### config.mk
export PLATFORM = sky130hd
export DESIGN_NAME = sfifo_ft_param
export DESIGN_NICKNAME = d
export VERILOG_FILES = /design/src/rtl/sfifo_pkg.sv /design/src/rtl/sfifo_ptr.sv /design/src/rtl/sfifo_ft_param.sv
export SDC_FILE = /design/constraint.sdc
export NUM_CORES = 1
export LEC_CHECK = 0
export CORE_MARGIN = 2
export CORE_UTILIZATION = 55
export DETAILED_ROUTE_END_ITERATION = 7
export DONT_BUFFER_PORTS = 1
export PLACE_DENSITY = 0.73
export SYNTH_ARGS = -nofsm -noshare
export SYNTH_HDL_FRONTEND = slang
export SYNTH_SLANG_ARGS = --single-unit
export TNS_END_PERCENT = 10
### constraint.sdc
create_clock -name clk -period 2.7 [get_ports clk]
set_input_delay 0.27 -clock clk [delete_from_list [all_inputs] [get_ports clk]]
set_output_delay 0.27 -clock clk [all_outputs]
set_load 0.02 [all_outputs]
### src/rtl/sfifo_pkg.sv
// sfifo_pkg: shared defaults, count-width helper and configuration check for the FWFT FIFO family
package sfifo_pkg;
  localparam int SFIFO_DEF_W = 16;
  localparam int SFIFO_DEF_D = 32;
  function automatic int cnt_w(input int depth);
    return $clog2(depth) + 1;
  endfunction
  function automatic bit cfg_ok(input int depth, input int af, input int ae);
    return depth >= 2 && (depth & (depth - 1)) == 0 && af >= 1 && af <= depth && ae >= 0 && ae <= depth - 1;
  endfunction
endpackage

### src/rtl/sfifo_ptr.sv
// sfifo_ptr: wrapping pointer with increment enable and synchronous clear
module sfifo_ptr #(
  parameter int AW = 5
) (
  input  logic          clk,
  input  logic          rst_n,
  input  logic          clr,
  input  logic          inc,
  output logic [AW-1:0] ptr
);
  always_ff @(posedge clk or negedge rst_n)
    if (!rst_n) ptr <= '0;
    else if (clr) ptr <= '0;
    else if (inc) ptr <= ptr + 1'b1;
endmodule

### src/rtl/sfifo_ft_param.sv
// sfifo_ft_param: parametrised first-word-fall-through FIFO with level flags, flush and sticky errors
module sfifo_ft_param
  import sfifo_pkg::*;
#(
  parameter int WIDTH = SFIFO_DEF_W,
  parameter int DEPTH = SFIFO_DEF_D,
  parameter int AF_LEVEL = DEPTH - 2,
  parameter int AE_LEVEL = 2,
  localparam int CW = cnt_w(DEPTH)
) (
  input  logic             clk,
  input  logic             rst_n,
  input  logic             flush,
  input  logic [WIDTH-1:0] din,
  input  logic             wr_en,
  input  logic             rd_en,
  input  logic             err_clr,
  output logic [WIDTH-1:0] dout,
  output logic             full,
  output logic             empty,
  output logic             almost_full,
  output logic             almost_empty,
  output logic [CW-1:0]    data_count,
  output logic             overflow,
  output logic             underflow
);
  localparam int AW = CW - 1;
  localparam logic [CW-1:0] AF_C = CW'(AF_LEVEL);
  localparam logic [CW-1:0] AE_C = CW'(AE_LEVEL);
  localparam logic [CW-1:0] FULL_C = CW'(DEPTH);
  logic [WIDTH-1:0] mem [DEPTH];
  logic [AW-1:0] wp, rp;
  logic [CW-1:0] cnt;
  logic wr_ok, rd_ok;
  generate
    if (!cfg_ok(DEPTH, AF_LEVEL, AE_LEVEL)) begin : g_bad_cfg
      $error("sfifo_ft_param: DEPTH must be a power of two >= 2 and AF/AE levels in range");
    end
  endgenerate
  // a pop frees the slot a simultaneous write into a full FIFO needs
  assign wr_ok = !flush && wr_en && (!full || rd_en);
  assign rd_ok = !flush && rd_en && !empty;
  sfifo_ptr #(.AW(AW)) u_wp (.clk(clk), .rst_n(rst_n), .clr(flush), .inc(wr_ok), .ptr(wp));
  sfifo_ptr #(.AW(AW)) u_rp (.clk(clk), .rst_n(rst_n), .clr(flush), .inc(rd_ok), .ptr(rp));
  always_ff @(posedge clk)
    if (wr_ok) mem[wp] <= din;
  always_ff @(posedge clk or negedge rst_n)
    if (!rst_n) cnt <= '0;
    else cnt <= flush ? '0 : cnt + CW'(wr_ok) - CW'(rd_ok);
  // set beats err_clr when both land on the same edge
  always_ff @(posedge clk or negedge rst_n)
    if (!rst_n) begin
      overflow  <= 1'b0;
      underflow <= 1'b0;
    end else begin
      overflow  <= (!flush && wr_en && full && !rd_en) || (overflow && !err_clr);
      underflow <= (!flush && rd_en && empty) || (underflow && !err_clr);
    end
  assign dout         = mem[rp];
  assign full         = cnt == FULL_C;
  assign empty        = cnt == '0;
  assign almost_full  = cnt >= AF_C;
  assign almost_empty = cnt <= AE_C;
  assign data_count   = cnt;
endmodule

Yosys cells after proc, flatten, opt, wreduce, memory -nomap -nowiden --
Memory sizes are Yosys's and may differ from the RTL's. Cells that the tools add are included.
Storage, ports and cells: flip-flop bits (word level) 18, RAM bits 512, input port bits 22, output and inout bits 28, word-level logic and storage cells 40, memories kept 1
Memory list:
- mem | words 32, bits a word 16, read ports 1, clocked after Yosys merged registers in 0, write ports 1, RTL line sfifo_ft_param.sv:31 | logic [WIDTH-1:0] mem [DEPTH];
Cells by class: $add $sub $neg 4, order comparisons 2, equal/unequal tests 1, muxes and demuxes 7, reduce and logical (&&, ||, !) cells 20
Operators by type and width (count):
- 2-to-1 mux 5 bit | 4
- adder 5 x 1 -> 5 bit, second input constant | 2
- logical AND 1 bit | 9
- adder 6 x 1 -> 6 bit | 1
- equality test 6 bit, second input constant | 1
- >= comparator 6 x 5 -> 1 bit, second input constant | 1
- <= comparator 6 x 2 -> 1 bit, second input constant | 1
- zero test 6 bit | 1
- 2-to-1 mux 6 bit | 1
- subtractor 6 x 1 -> 6 bit | 1
- zero test 1 bit | 5
- nonzero test 2 bit | 2
- logical OR 1 bit | 3
- 2-to-1 mux 1 bit | 2

Depth between registers and ports, before layout --
depth in word-level cells 7, mapped depth 14, mapped depth without buffers 13

Modules after synthesis --
From an unflattened synthesis, not the netlist that was laid out.
Unflattened totals: cell total of the unflattened synthesis 1070, area total of the unflattened synthesis 20810.0 um^2
By module, submodules not included:
- sfifo_ft_param | times used 1, cells an instance 1026, area an instance 20304.5 um^2, seq. area each 15574.9 um^2
- sfifo_ptr | times used 2, cells an instance 22, area an instance 252.7 um^2, seq. area each 125.1 um^2

Worst setup path after synthesis --
No wires, ideal clock.
kind flip-flop to flip-flop, start register cnt[4] (netlist: data_count[4]), end register cnt[4] (netlist: data_count[4]), setup time 132 ps, arrival 2845 ps, required time 2568 ps, setup slack -277 ps, stages on the path, launching flop included 14, path buffers 0, clock period less this slack 2977 ps, cells stage by stage dfrtp_1 -> inv_1 -> ha_1 -> and4bb_1 -> a21oi_1 -> inv_1 -> ha_1 -> inv_1 -> ha_1 -> fa_1 -> a21oi_1 -> o21bai_1 -> xor2_1 -> nor2_1
Between the ends: word-level cells in the longest chain between the ends 7, elaborated cells on any way between the ends 10, those cells by class 2 x add/sub; 1 x eq/ne; 1 x mux; 6 x reduce/logical
RTL lines:
- start: declaration | RTL line sfifo_ft_param.sv:33 | logic [CW-1:0] cnt;
- start signal: assignment | RTL line sfifo_ft_param.sv:49 | else cnt <= flush ? '0 : cnt + CW'(wr_ok) - CW'(rd_ok);
- equality test 6 bit | RTL line sfifo_ft_param.sv:60 | assign full = cnt == FULL_C;
- via full | RTL line sfifo_ft_param.sv:19 | output logic full,
- zero test 1 bit | RTL line sfifo_ft_param.sv:41 | assign wr_ok = !flush && wr_en && (!full || rd_en);
- logical OR 1 bit | RTL line sfifo_ft_param.sv:41
- logical AND 1 bit | RTL line sfifo_ft_param.sv:41
- adder 6 x 1 -> 6 bit | RTL line sfifo_ft_param.sv:49
- subtractor 6 x 1 -> 6 bit | RTL line sfifo_ft_param.sv:49
- 2-to-1 mux 6 bit | RTL line sfifo_ft_param.sv:49
The timed path passes the listed nets, and every way through them passes these cells. A chain may end at the register's enable or synchronous reset.

Worst setup path in the final report --
start register u_rp.ptr[1], end output dout[14]
Between the ends: word-level cells in the longest chain between the ends 1
RTL lines:
- start: declaration | RTL line sfifo_ptr.sv:9 | output logic [AW-1:0] ptr
- start signal: assignment | RTL line sfifo_ptr.sv:14 | else if (inc) ptr <= ptr + 1'b1;
- memory (32 x 16 bit)
- end: declaration | RTL line sfifo_ft_param.sv:18 | output logic [WIDTH-1:0] dout,
No other way between the ends.

==> impl_metrics.json <==
{
  "worstPathRequired_ns": 2.43,
  "clock_root_buffer": "sky130_fd_sc_hd__clkbuf_16",
  "min_delay_worst_endpoint": "u_rp.ptr[4]$_DFFE_PN0P_",
  "pin_count": 50,
  "final_max_slew_viol_count": 0,
  "hold_viol_final": 0,
  "chipWidth_um": 198.7,
  "post_synth_num_cell_types": 47,
  "max_cap_viol_count": 0,
  "drt_first_pass_iters": 5,
  "setup_violations": 16,
  "path_depth_of_the_worst_reg2reg_path": 13,
  "gr-usage-all-layers_pct": 24.81,
  "rr_endpoint": "data_count[4]$_DFF_PN0_",
  "placer_s_final_routability_congestion_estimate": 0.7991,
  "syn_area_sq_um": 20840,
  "p_leak_uw": 0.007711,
  "route.antenna.remaining_nets": 0,
  "worst_hold_path.num_cells": 3,
  "tritoncts_clock_tree": "built",
  "htree_num_levels": 2,
  "ys_seq_area_share_pct": 75.94,
  "timing.hold.ws_ns": 0.002001,
  "grt_pass1_wl_um": 70150,
  "placed_cell_area_sq_um": 22120,
  "run_status": "finished, violations left",
  "synth_top_area_share_pct": 73.78,
  "instance_count_of_the_mapped_netlist": 1085,
  "max-slew-margin-rel_pct": 18.05,
  "cp-start-kind": "flip-flop",
  "drtIter0Drc": 933,
  "final_util_pct": 65.84,
  "dpl.hpwl_um": 26820,
  "grt_antenna_before_repair": 0,
  "area_growth_syn_to_layout_pct": 18.44,
  "avgViaCountPerCell": 6.167,
  "synth_top_cell_by_area": "sky130_fd_sc_hd__edfxtp_1",
  "vias": 10850,
  "num_antenna_cells": 0,
  "numCtsBuffers": 51,
  "detail_route.wl_per_cell_um": 27.49,
  "dominantRegCellSynth": "sky130_fd_sc_hd__edfxtp_1",
  "layout.nets": 1253,
  "yosysMostFrequentCell": "sky130_fd_sc_hd__edfxtp_1",
  "reg2reg_from": "data_count[3]$_DFF_PN0_",
  "clk_pin_slew_ns": 0.05,
  "buffer_ports.inserted": 0,
  "yosys-top-cells-area": "sky130_fd_sc_hd__edfxtp_1 (74%), sky130_fd_sc_hd__mux4_2 (6.9%), sky130_fd_sc_hd__mux2i_1 (6.1%)",
  "synth_warnings": 0,
  "critical_path_class": "flip-flop to primary output",
  "peakVddDrop_mv": 0.5196,
  "clock_buffer_depth": 3,
  "fin_crit_sh_pct": 108.6,
  "design.die.area_sq_um": 39460,
  "maximum_number_of_pins_on_one_net_before_global_route_repair": 34,
  "numClockSinks": 530,
  "rrSetupSlack_ns": 0.14,
  "drive_gt1_share_pct": 24.58,
  "async_flop_share_pct": 3.396,
  "finalCriticalPeriod_ns": 2.932,
  "holdCritPathClass": "primary input to flip-flop",
  "most_common_library_cells_after_synthesis": "sky130_fd_sc_hd__edfxtp_1 (512), sky130_fd_sc_hd__mux2i_1 (128), sky130_fd_sc_hd__a22oi_1 (94)",
  "synth_edf_count": 512,
  "clock-skew-final_ns": 0.02023,
  "place_inst": 1620,
  "initial_utilization_pct": 55.59,
  "violations_in_the_final_reports": "setup timing",
  "dieHeight_um": 198.7,
  "ys_ff_latch": 530,
  "layout_setup_ws_ns": -0.2318,
  "endpoint_kind": "primary output",
  "clk-insertion-delay-late_ns": 0.57,
  "layout.cell_area.non_filler_sq_um": 24680,
  "min-delay-start": "rd_en",
  "routed_wirelength_um": 48390,
  "totalPowerFinal_uw": 18820,
  "slew_at_the_pin_closest_to_its_max_slew_limit_ns": 1.225,
  "post_layout_instance_count_excluding_filler_cells": 1760,
  "powerDensity_nw_per_um2": 762.3,
  "core.rowCount": 71,
  "grt_pass1_vias": 11060,
  "grt_overflow": 0,
  "core_area_sq_um": 37490,
  "max_fo_critical_path": 16,
  "drcViolationCount": 0,
  "grt_setup_unrepaired": "yes",
  "maxClockFrequency_mhz": 341.1,
  "syn_nets": 1126,
  "timing.critical_path.arrival_ns": 2.66,
  "postSynthAreaPerCell_sq_um": 19.21
}
==> report_power, final <==
part / internal (uW) / switching [uW]
Sequential: 9130 / 89.9
Clock: 3730 / 2820
Combinational: 1370 / 1680
Total: 14200 / 4590
==> state kept, by name, indices dropped and copies added, names as in the netlist <==
register and flops:
data_count 6, u_rp.ptr 5, underflow 1, overflow 1, u_wp.ptr 5, mem 512
==> cells by family after synthesis <==
group,count (synthesis),share of synthesized area [%]
compound gates,115,4.107
flops,530,75.94
fa+ha+maj,19,1.177
mux,192,13.06
xor+xnor,9,0.3783
buf+inv,80,1.939
simple gates,140,3.398
==> worst max-delay path by stage <==
stage / startpoint / end / slack (ns) / depth (start not counted)
2_1_floorplan: data_count[4]$_DFF_PN0_ / data_count[4]$_DFF_PN0_ / 0.07 / 13
3_3_place_gp: u_rp.ptr[1]$_DFFE_PN0P_ / dout[7] / 0.22 / 6
3_5_place_dp: data_count[2]$_DFF_PN0_ / data_count[4]$_DFF_PN0_ / 0.17 / 13
4_1_cts: u_rp.ptr[1]$_DFFE_PN0P_ / dout[12] / -0.23 / 6
5_1_grt: u_rp.ptr[0]$_DFFE_PN0P_ / dout[6] / -0.26 / 7
6_report: u_rp.ptr[1]$_DFFE_PN0P_ / dout[14] / -0.23 / 8
==> critical path: stages (launching register included) <==
cell and delay (ns):
sky130_fd_sc_hd__dfrtp_4 0.55, sky130_fd_sc_hd__bufbuf_16 0.32, sky130_fd_sc_hd__nor2_4 0.15, sky130_fd_sc_hd__buf_12 0.13, sky130_fd_sc_hd__bufbuf_16 0.30, sky130_fd_sc_hd__a22oi_1 0.10
sky130_fd_sc_hd__nand3_1 0.11, sky130_fd_sc_hd__nand4_1 0.21, sky130_fd_sc_hd__buf_4 0.23
==> metal layers <==
metal	global-route usage (%)	vias to the layer above	part of all wire (%)
met4	9.066	0	3.4
met3	5.205	94	8.5
met5	0	-	0
met2	41.48	499	50
met1	32.47	5598	38
li1	-	4663	-
==> cell type report <==
cell class | count | area (sq um)
Fill cell | 2454 | 12800
Clock inverter | 21 | 145.1
Tap cell | 511 | 639.4
Clock buffer | 69 | 1374
Timing Repair Buffer | 137 | 1785
Inverter | 17 | 63.81
Sequential cell | 530 | 15840
Multi-Input combinational cell | 475 | 4840
==> cell usage in the layout, fill, tap and decap left out, drive strengths merged, types with 2 or more instances in the layout <==
cell / count
or3: 2
nand4: 18
nor2: 49
ha: 18
o21ai: 3
a31oi: 2
dlygate4sd3: 19
edfxtp: 512
nor3b: 2
nand3: 37
mux2i: 128
buf: 112
nand2b: 2
dfrtp: 18
a21oi: 5
xor2: 6
xnor2: 3
mux4: 64
nand3b: 3
a21o: 2
clkbuf: 72
and3: 3
inv: 18
nand2: 11
bufinv: 2
and2: 2
nor2b: 5
bufbuf: 3
clkinv: 18
a22oi: 96
==> metrics by stage <==
stage,TNS [ns],worst slack [ns]
3_3_place_gp,0,0.2176
5_1_grt,-3.541,-0.2613
4_1_cts,-2.797,-0.2276
3_5_place_dp,0,0.1713
2_1_floorplan,0,0.06825
6_report,-2.775,-0.2318
==> repair_timing <==
action | in CTS | in global routing
hold buffers | 30 | 0
hold endpoints to repair | 548 | 0
gates cloned | 7 | 3
pin swaps | 22 | 7
gates resized for setup | 44 | 7
setup endpoints to repair | 16 | 17
setup buffers | 9 | 1
No activity file was read; power rests on OpenSTA's default activity.
